File: src/rtl/mips_pkg.sv
// rtl/mips_pkg.sv - MIPS opcode/funct constants, loader state enum and instruction legality helper
package mips_pkg;

  localparam logic [5:0] RTYPE = 6'b000000;
  localparam logic [5:0] LW    = 6'b100011;
  localparam logic [5:0] SW    = 6'b101011;
  localparam logic [5:0] BEQ   = 6'b000100;
  localparam logic [5:0] J     = 6'b000010;

  localparam logic [5:0] ADD   = 6'b100000;
  localparam logic [5:0] SUB   = 6'b100010;
  localparam logic [5:0] AND   = 6'b100100;
  localparam logic [5:0] OR    = 6'b100101;
  localparam logic [5:0] SLT   = 6'b101010;

  typedef enum logic [2:0] {
    S_IDLE,
    S_HDR,
    S_BYTES,
    S_WRITE,
    S_DONE,
    S_ERR
  } loader_state_t;

  // True for the instruction subset the single-cycle core decodes.
  function automatic logic is_legal_instr(input logic [31:0] instr);
    logic [5:0] op;
    logic [5:0] fn;
    op = instr[31:26];
    fn = instr[5:0];
    case (op)
      RTYPE:         return (fn inside {ADD, SUB, AND, OR, SLT});
      LW, SW, BEQ, J: return 1'b1;
      default:       return 1'b0;
    endcase
  endfunction

endpackage

File: src/rtl/imem_word_packer.sv
// rtl/imem_word_packer.sv - big-endian byte-to-word shifter, word_full on the 4th accepted byte
module imem_word_packer (
  input  logic        clk,
  input  logic        reset,
  input  logic        clear,
  input  logic        shift,
  input  logic [7:0]  in_data,
  output logic [31:0] word_next,
  output logic        word_full
);

  logic [31:0] word;
  logic [1:0]  idx;

  // The byte being accepted lands in [7:0]; earlier bytes move toward [31:24].
  assign word_next = {word[23:0], in_data};
  assign word_full = shift && (idx == 2'd3);

  always_ff @(posedge clk) begin
    if (reset || clear) begin
      word <= '0;
      idx  <= '0;
    end else if (shift) begin
      word <= word_next;
      idx  <= idx + 2'd1;
    end
  end

endmodule

File: src/rtl/imem_loader.sv
// rtl/imem_loader.sv - byte-stream program loader writing 32-bit words into instruction memory
// Optional opcode screening before each write: IMEM_LOADER_OPCODE_CHECK_EN
module imem_loader
  import mips_pkg::*;
#(
  parameter int ADDR_W = 6
) (
  input  logic              clk,
  input  logic              reset,
  input  logic              start,
  input  logic [7:0]        in_data,
  input  logic              in_valid,
  output logic              in_ready,
  output logic              imem_we,
  output logic [ADDR_W-1:0] imem_addr,
  output logic [31:0]       imem_wdata,
  output logic              cpu_hold,
  output logic              done,
  output logic              error,
  output logic [ADDR_W:0]   words_loaded
);

  localparam logic [8:0] DEPTH = 9'(1 << ADDR_W);

  loader_state_t state;
  logic [7:0]    n_words;
  logic          shift;
  logic          word_full;
  logic          word_ok;
  logic [31:0]   word_next;
  logic [8:0]    wl_inc;

  assign shift  = (state == S_BYTES) && in_valid && in_ready;
  assign wl_inc = 9'(words_loaded) + 9'd1;

`ifdef IMEM_LOADER_OPCODE_CHECK_EN
  assign word_ok = is_legal_instr(word_next);
`else
  assign word_ok = 1'b1;
`endif

  imem_word_packer u_packer (
    .clk       (clk),
    .reset     (reset),
    .clear     (state == S_HDR),
    .shift     (shift),
    .in_data   (in_data),
    .word_next (word_next),
    .word_full (word_full)
  );

  always_ff @(posedge clk) begin
    if (reset) begin
      state        <= S_IDLE;
      n_words      <= '0;
      in_ready     <= 1'b0;
      imem_we      <= 1'b0;
      imem_addr    <= '0;
      imem_wdata   <= '0;
      cpu_hold     <= 1'b1;
      done         <= 1'b0;
      error        <= 1'b0;
      words_loaded <= '0;
    end else begin
      imem_we <= 1'b0;
      case (state)
        S_IDLE, S_DONE, S_ERR: begin
          if (start) begin
            state        <= S_HDR;
            in_ready     <= 1'b1;
            cpu_hold     <= 1'b1;
            done         <= 1'b0;
            error        <= 1'b0;
            words_loaded <= '0;
            imem_addr    <= '0;
          end
        end
        S_HDR: begin
          if (in_valid) begin
            n_words <= in_data;
            if (in_data == 8'd0) begin
              state    <= S_DONE;
              in_ready <= 1'b0;
              done     <= 1'b1;
              cpu_hold <= 1'b0;
            end else if ({1'b0, in_data} > DEPTH) begin
              state    <= S_ERR;
              in_ready <= 1'b0;
              error    <= 1'b1;
            end else begin
              state <= S_BYTES;
            end
          end
        end
        S_BYTES: begin
          if (word_full) begin
            state      <= S_WRITE;
            in_ready   <= 1'b0;
            imem_we    <= word_ok;
            imem_wdata <= word_next;
          end
        end
        S_WRITE: begin
          // A suppressed strobe here means the word failed screening.
          if (!imem_we) begin
            state <= S_ERR;
            error <= 1'b1;
          end else begin
            imem_addr    <= imem_addr + ADDR_W'(1);
            words_loaded <= words_loaded + (ADDR_W+1)'(1);
            if (wl_inc == {1'b0, n_words}) begin
              state    <= S_DONE;
              done     <= 1'b1;
              cpu_hold <= 1'b0;
            end else begin
              state    <= S_BYTES;
              in_ready <= 1'b1;
            end
          end
        end
        default: state <= S_IDLE;
      endcase
    end
  end

endmodule

File: config.mk
export PLATFORM = sky130hd
export DESIGN_NAME = imem_loader
export DESIGN_NICKNAME = d
export VERILOG_FILES = /design/src/rtl/mips_pkg.sv /design/src/rtl/imem_word_packer.sv /design/src/rtl/imem_loader.sv
export SDC_FILE = /design/constraint.sdc
export NUM_CORES = 1
export LEC_CHECK = 0
export ABC_AREA = 1
export BUFFER_PORTS_ARGS = -buffer_cell sky130_fd_sc_hd__clkbuf_2
export CELL_PAD_IN_SITES_DETAIL_PLACEMENT = 1
export CELL_PAD_IN_SITES_GLOBAL_PLACEMENT = 2
export CORE_ASPECT_RATIO = 1.25
export CORE_MARGIN = 3
export CORE_UTILIZATION = 34
export DETAILED_ROUTE_END_ITERATION = 10
export GPL_ROUTABILITY_DRIVEN = 0
export PLACE_DENSITY_LB_ADDON = 0.15
export SYNTH_ARGS = -nofsm -noshare
export SYNTH_HDL_FRONTEND = slang
export SYNTH_SLANG_ARGS = --single-unit
File: constraint.sdc
create_clock -name clk -period 3.63 [get_ports clk]
set_input_delay 0.5445 -clock clk [delete_from_list [all_inputs] [get_ports clk]]
set_output_delay 0.5445 -clock clk [all_outputs]
set_load 0.005 [all_outputs]
## Yosys cells after proc, flatten, opt, wreduce, memory -nomap -nowiden

Cells that the tools add are included.

| word-level totals | value |
|---|---|
| input port bits | 12 |
| output and inout bits | 50 |
| logic and storage cells | 93 |
| register bits | 87 |

| operators by class | value |
|---|---|
| magnitude comparators | 1 |
| add/subtract/negate cells | 4 |
| equal/unequal tests | 18 |
| bitwise operators | 1 |
| reduce and logical (&&, ||, !) cells | 18 |
| mux-type cells | 39 |

Operators by type and width:

| operator | number |
|---|---|
| $mux 1 | 21 |
| $mux 3 | 7 |
| $ne 2x2->1 const B | 9 |
| $mux 7 | 2 |
| $pmux 7 s2 | 1 |
| $mux 6 | 2 |
| $pmux 3 s4 | 1 |
| $pmux 6 s2 | 1 |
| $reduce_and 6->1 | 2 |
| $pmux 1 s3 | 3 |
| $add 7x1->8 const B | 1 |
| $eq 8x8->1 | 1 |
| $gt 8x7->1 const B | 1 |
| $logic_not 8->1 | 1 |
| $add 7x1->7 const B | 1 |
| $reduce_and 7->1 | 1 |
| $add 6x1->6 const B | 1 |
| $eq 3x2->1 const B | 2 |
| $eq 3x3->1 const B | 2 |
| $reduce_and 3->1 | 2 |
| $pmux 1 s4 | 1 |
| $reduce_and 2->1 | 2 |
| $reduce_bool 4->1 | 1 |
| $eq 3x1->1 const B | 1 |
| 12 further kinds | 14 |

## Longest topological paths before layout

| logic depth | value |
|---|---|
| depth in word-level cells | 6 |
| depth in mapped cells | 14 |

## Hierarchy

From an unflattened synthesis, not the netlist that was laid out.

| unflattened totals | value |
|---|---|
| cells, all modules | 564 |
| area, all modules | 3945.0 µm² |

Modules (own cells, without submodules):

| module | area an instance (µm²) | seq. area each (µm²) | instances | cells each |
|---|---|---|---|---|
| imem_loader | 2782.7 | 1221.2 | 1 | 389 |
| imem_word_packer | 1162.4 | 520.5 | 1 | 175 |

## Worst setup path before layout

No wires, ideal clock.

| path | value |
|---|---|
| path type | reg2reg |
| start | register words_loaded[0] |
| end | register cpu_hold |
| data required time | 3.498 ns |
| slack | 1.975 ns |
| setup time | 0.132 ns |
| arrival time | 1.523 ns |
| cell stages (with the launch flop) | 13 |
| cells stage by stage | dfxtp_1 -> ha_1 -> nand3_1 -> o21bai_1 -> nand2_1 -> nand2_1 -> nand2_1 -> nor2_1 -> nand2_1 -> nand2_1 -> nand2_1 -> nand2_1 -> nand3_1 |

| on the way | value |
|---|---|
| longest elaborated chain between the ends | 4 |

RTL lines:

| item | line | text |
|---|---|---|
| from (decl) | imem_loader.sv:20 | `output logic [ADDR_W:0] words_loaded` |
| from (signal assigned) | imem_loader.sv:110 | `words_loaded <= words_loaded + (ADDR_W+1)'(1);` |
| $add 7x1->8 | imem_loader.sv:34 | `assign wl_inc = 9'(words_loaded) + 9'd1;` |
| $eq 8x8->1 | imem_loader.sv:111 | `if (wl_inc == {1'b0, n_words}) begin` |
| $ne 2x2->1 (no line) | n/a |  |
| $reduce_and 6->1 (no line) | n/a |  |
| to (signal assigned) | imem_loader.sv:60 | `cpu_hold <= 1'b1;` |
| to (signal assigned) | imem_loader.sv:71 | `cpu_hold <= 1'b1;` |
| to (signal assigned) | imem_loader.sv:114 | `cpu_hold <= 1'b0;` |
| to (decl) | imem_loader.sv:17 | `output logic cpu_hold,` |

No other way between the ends.
A chain may end at the register's enable or synchronous reset.

## Final worst setup path

| path | value |
|---|---|
| start | register state[1] |
| end | register imem_wdata[23] |

| on the way | value |
|---|---|
| longest elaborated chain between the ends | 5 |

RTL lines:

| item | line | text |
|---|---|---|
| from (decl) | imem_loader.sv:25 | `loader_state_t state;` |
| from (signal assigned) | imem_loader.sv:54 | `state <= S_IDLE;` |
| from (signal assigned) | imem_loader.sv:69 | `state <= S_HDR;` |
| from (signal assigned) | imem_loader.sv:82 | `state <= S_DONE;` |
| $eq 3x2->1 * | imem_loader.sv:33, imem_loader.sv:66 |  |
| $logic_and 1x1->1 (2 in series) | imem_loader.sv:33 | `assign shift = (state == S_BYTES) && in_valid && in_ready;` |
| $logic_and 1x1->1 | imem_word_packer.sv:17 | `assign word_full = shift && (idx == 2'd3);` |
| $reduce_and 2->1 (no line) * | n/a |  |
| to (signal assigned) | imem_loader.sv:100 | `imem_wdata <= word_next;` |
| to (decl) | imem_loader.sv:16 | `output logic [31:0] imem_wdata,` |

Mark *: on every way between the ends. The rest lies on a longest branch, timed or not.

==> flow_summary_export.csv <==
group,metric,value,unit
outcome,status,"completed",
sta,fin_setup_tns,0,ns
sta,clock_skew,0.00705,ns
sta,rsz0062_at_grt,"no",
global_routing,grt_pass1_wl,16600,um
yosys,synthCells,467,
worst_setup_path,required,3.90,ns
global_routing,grt_pass1_vias,3318,
clock_network,cts_buffers,9,
clock_network,h-tree-depth,3,
placed_design,placed_cell_area,0.00391,sq mm
worst_setup_path,crit_fanout,30,
yosys,yosys_warnings,0,
worst_setup_path,arrival,2.32,ns
clock_network,max-clock-path-buffers,2,
sta,worstMarginPinSlew,0.645,ns
finish,syn_to_final_growth,19.9,%
drt,first_pass_iters,4,
floorplan,die_w,97.0,um
floorplan,coreArea,0.00986,sq mm
yosys,yosysTopAreaCell,"dfxtp_1",
worst_setup_path,critPathKind,"flop to flop",
yosys,async_flop_share,0,%
clock_network,clkLatencyLatePin,0.34,ns
worst_setup_path,reg2reg_from,"state[1]",
placed_design,port_buffers,61,
worst_hold_path,min_to,"error",
yosys,synth_ff_type,"dfxtp_1",
floorplan,initial_core_util,35.7,%
floorplan,die-area,0.0116,sq mm
clock_network,hold_buffers,0,
worst_hold_path,worstHoldPathCells,2,
worst_setup_path,rr_worst_depth,8,
worst_setup_path,cp-end-kind,"flop",
drt,drt-initial-drc-count,99,
power,p_leak,1.80,nW
clock_network,cts_setup_buffers,0,
floorplan,ios,62,
sta,hold_ws,0.454,ns
drt,vias,3274,
worst_hold_path,hp-start,"error",
finish,n_antenna_cell,0,
clock_network,cts_num_sinks,87,
yosys,synth.area.mux_share,0,%
floorplan,dieHeight,120,um
yosys,synth_area,0.00352,sq mm
worst_hold_path,hp-class,"flop to flop",
yosys,synth_top_area_share,49.5,%
yosys,synth.yosys.seq_area_share,49.5,%
clock_network,cts-root-buf,"clkbuf_16",
yosys,synth_compound_area_share,20.2,%
yosys,synth-seq-cells,87,
global_routing,grt_max_degree,48,
power,power_density,520,mW/mm^2
finish,final_area,0.00422,sq mm
clock_network,cts_resized,0,
power,peakVddDrop,234,uV
drt,via_per_inst,5.02,
clock_network,cts_tree,"done",
finish,final_common_cell,"dfxtp_1",
sta,timing.final.max_slew_violations,0,
yosys,synth_top_family_by_area,"simple AND/OR/NAND/NOR gates",
yosys,synth-simple-area-share,20.9,%
yosys,yosysUniqueCellTypes,30,
drt,post-route-drc-count,0,
global_routing,antenna_found_initial,0,
drt,drt-total-wl,9860,um
sta,fmax,0.486,GHz
worst_setup_path,r2r_end,"imem_wdata[23]",
sta,finalHoldViolCount,0,
yosys,syn_avg_cell_area,7.53,sq um
yosys,synth.area.top_cells,"dfxtp_1 50%, o21ai_0 8.7%, a21oi_1 8.1%",
placed_design,pre_cts_slack,1.52,ns
drt,routedWlPerCell,15.1,um
global_routing,grt.overflow.total,0,
job,maxCapViolCount,0,
worst_setup_path,start_kind,"flop",
global_routing,grtUsageTotal,17.7,%
floorplan,num_rows,40,
worst_setup_path,reg2reg_slack,1.57,ns
finish,drive_gt1_share,18.1,%
sta,min_period_over_period,56.7,%
yosys,synthAdderAreaFrac,1.07,%
sta,setup_ws,1.57,ns
sta,final-setup-viol-count,0,
yosys,synth-edff-count,0,
yosys,synth_xor_area_share,0,%
sta,relSlewSlack,57.0,%
sta,fin_crit,2.06,ns
finish,final_cell_mix,"87 x dfxtp_1, 68 x nand2_1, 61 x o21ai_0, 61 x clkbuf_2, 57 x a21oi_1",
finish,fin_nets,536,
drt,drtAntennaViolNets,0,
yosys,syn_nets,482,
placed_design,dpl.hpwl,7080,um
clock_network,path_clk_slew,0.06,ns
-- through the flow --
stage / power (mW) / instances / util [%]
6_report: 2.19 / 652 / 42.8
5_1_grt: 2.29 / 652 / 42.8
4_1_cts: 2.22 / 652 / 42.8
3_5_place_dp: 1.26 / 636 / 39.7
3_3_place_gp: 1.26 / 636 / 39.7
2_1_floorplan: 1.19 / 467 / -
-- Yosys cell counts, types with 2 or more instances --
| library cell | count |
|---|---|
| nand2_1 | 68 |
| nor2_4 | 2 |
| nor3b_1 | 2 |
| nand3_1 | 33 |
| o21ai_1 | 10 |
| o21ai_0 | 61 |
| nand4_1 | 3 |
| dfxtp_1 | 87 |
| buf_1 | 2 |
| buf_2 | 6 |
| clkbuf_1 | 11 |
| inv_2 | 4 |
| a21oi_1 | 57 |
| nor3_1 | 4 |
| nand3b_1 | 2 |
| ha_1 | 3 |
| inv_1 | 49 |
| nor2_2 | 4 |
| nor2_1 | 44 |
| o21a_1 | 3 |
| nand2_2 | 3 |
-- report_power, final --
part           switching [mW]  internal (mW)
Sequential             0.0285          0.987
Combinational           0.149         0.0732
Clock                   0.386          0.569
Total                   0.564           1.63
-- area by class of cell --
class / count / area [sq um]
fill: 1270 / 5640
sequential: 87 / 1740
multi-input combinational: 306 / 1490
timing repair buffer: 63 / 320
clock buffer: 11 / 253
inverter: 54 / 204
tap: 126 / 158
clock inverter: 5 / 56.3
-- critical path, stage by stage, from the launching register on --
cell,delay [ns]
dfxtp_1,0.38
inv_2,0.10
nor3_4,0.18
inv_2,0.08
nor2_4,0.09
nand2_2,0.35
nor2_4,0.30
inv_1,0.26
o21ai_0,0.21
-- state kept, by name, summed over array words and instances (netlist names), 2 cells and up --
register       count
state              3
imem_wdata        32
words_loaded       7
imem_addr          6
u_packer.word     24
u_packer.idx       2
n_words            8
-- per-layer routing --
metal	share of wire, %	global-route usage [%]
met1	44	20.7
met2	51	31.6
met3	2.5	2.56
met4	2.4	8.34
met5	0	0
-- worst max-delay path by stage --
stage | from | to | slack [ns] | cells after the start
4_1_cts | state[1] | imem_wdata[1] | 1.52 | 8
2_1_floorplan | words_loaded[0] | cpu_hold | 1.97 | 12
3_3_place_gp | in_valid | imem_wdata[0] | 1.53 | 7
3_5_place_dp | in_valid | imem_wdata[2] | 1.52 | 7
6_report | state[1] | imem_wdata[23] | 1.57 | 8
5_1_grt | words_loaded[0] | state[2] | 1.25 | 11
-- cells by family after synthesis --
family,Yosys count
compound gates,137
fa+ha+maj,3
buf+inv,74
flops,87
simple gates,166
No activity file was read; power rests on OpenSTA's default activity.
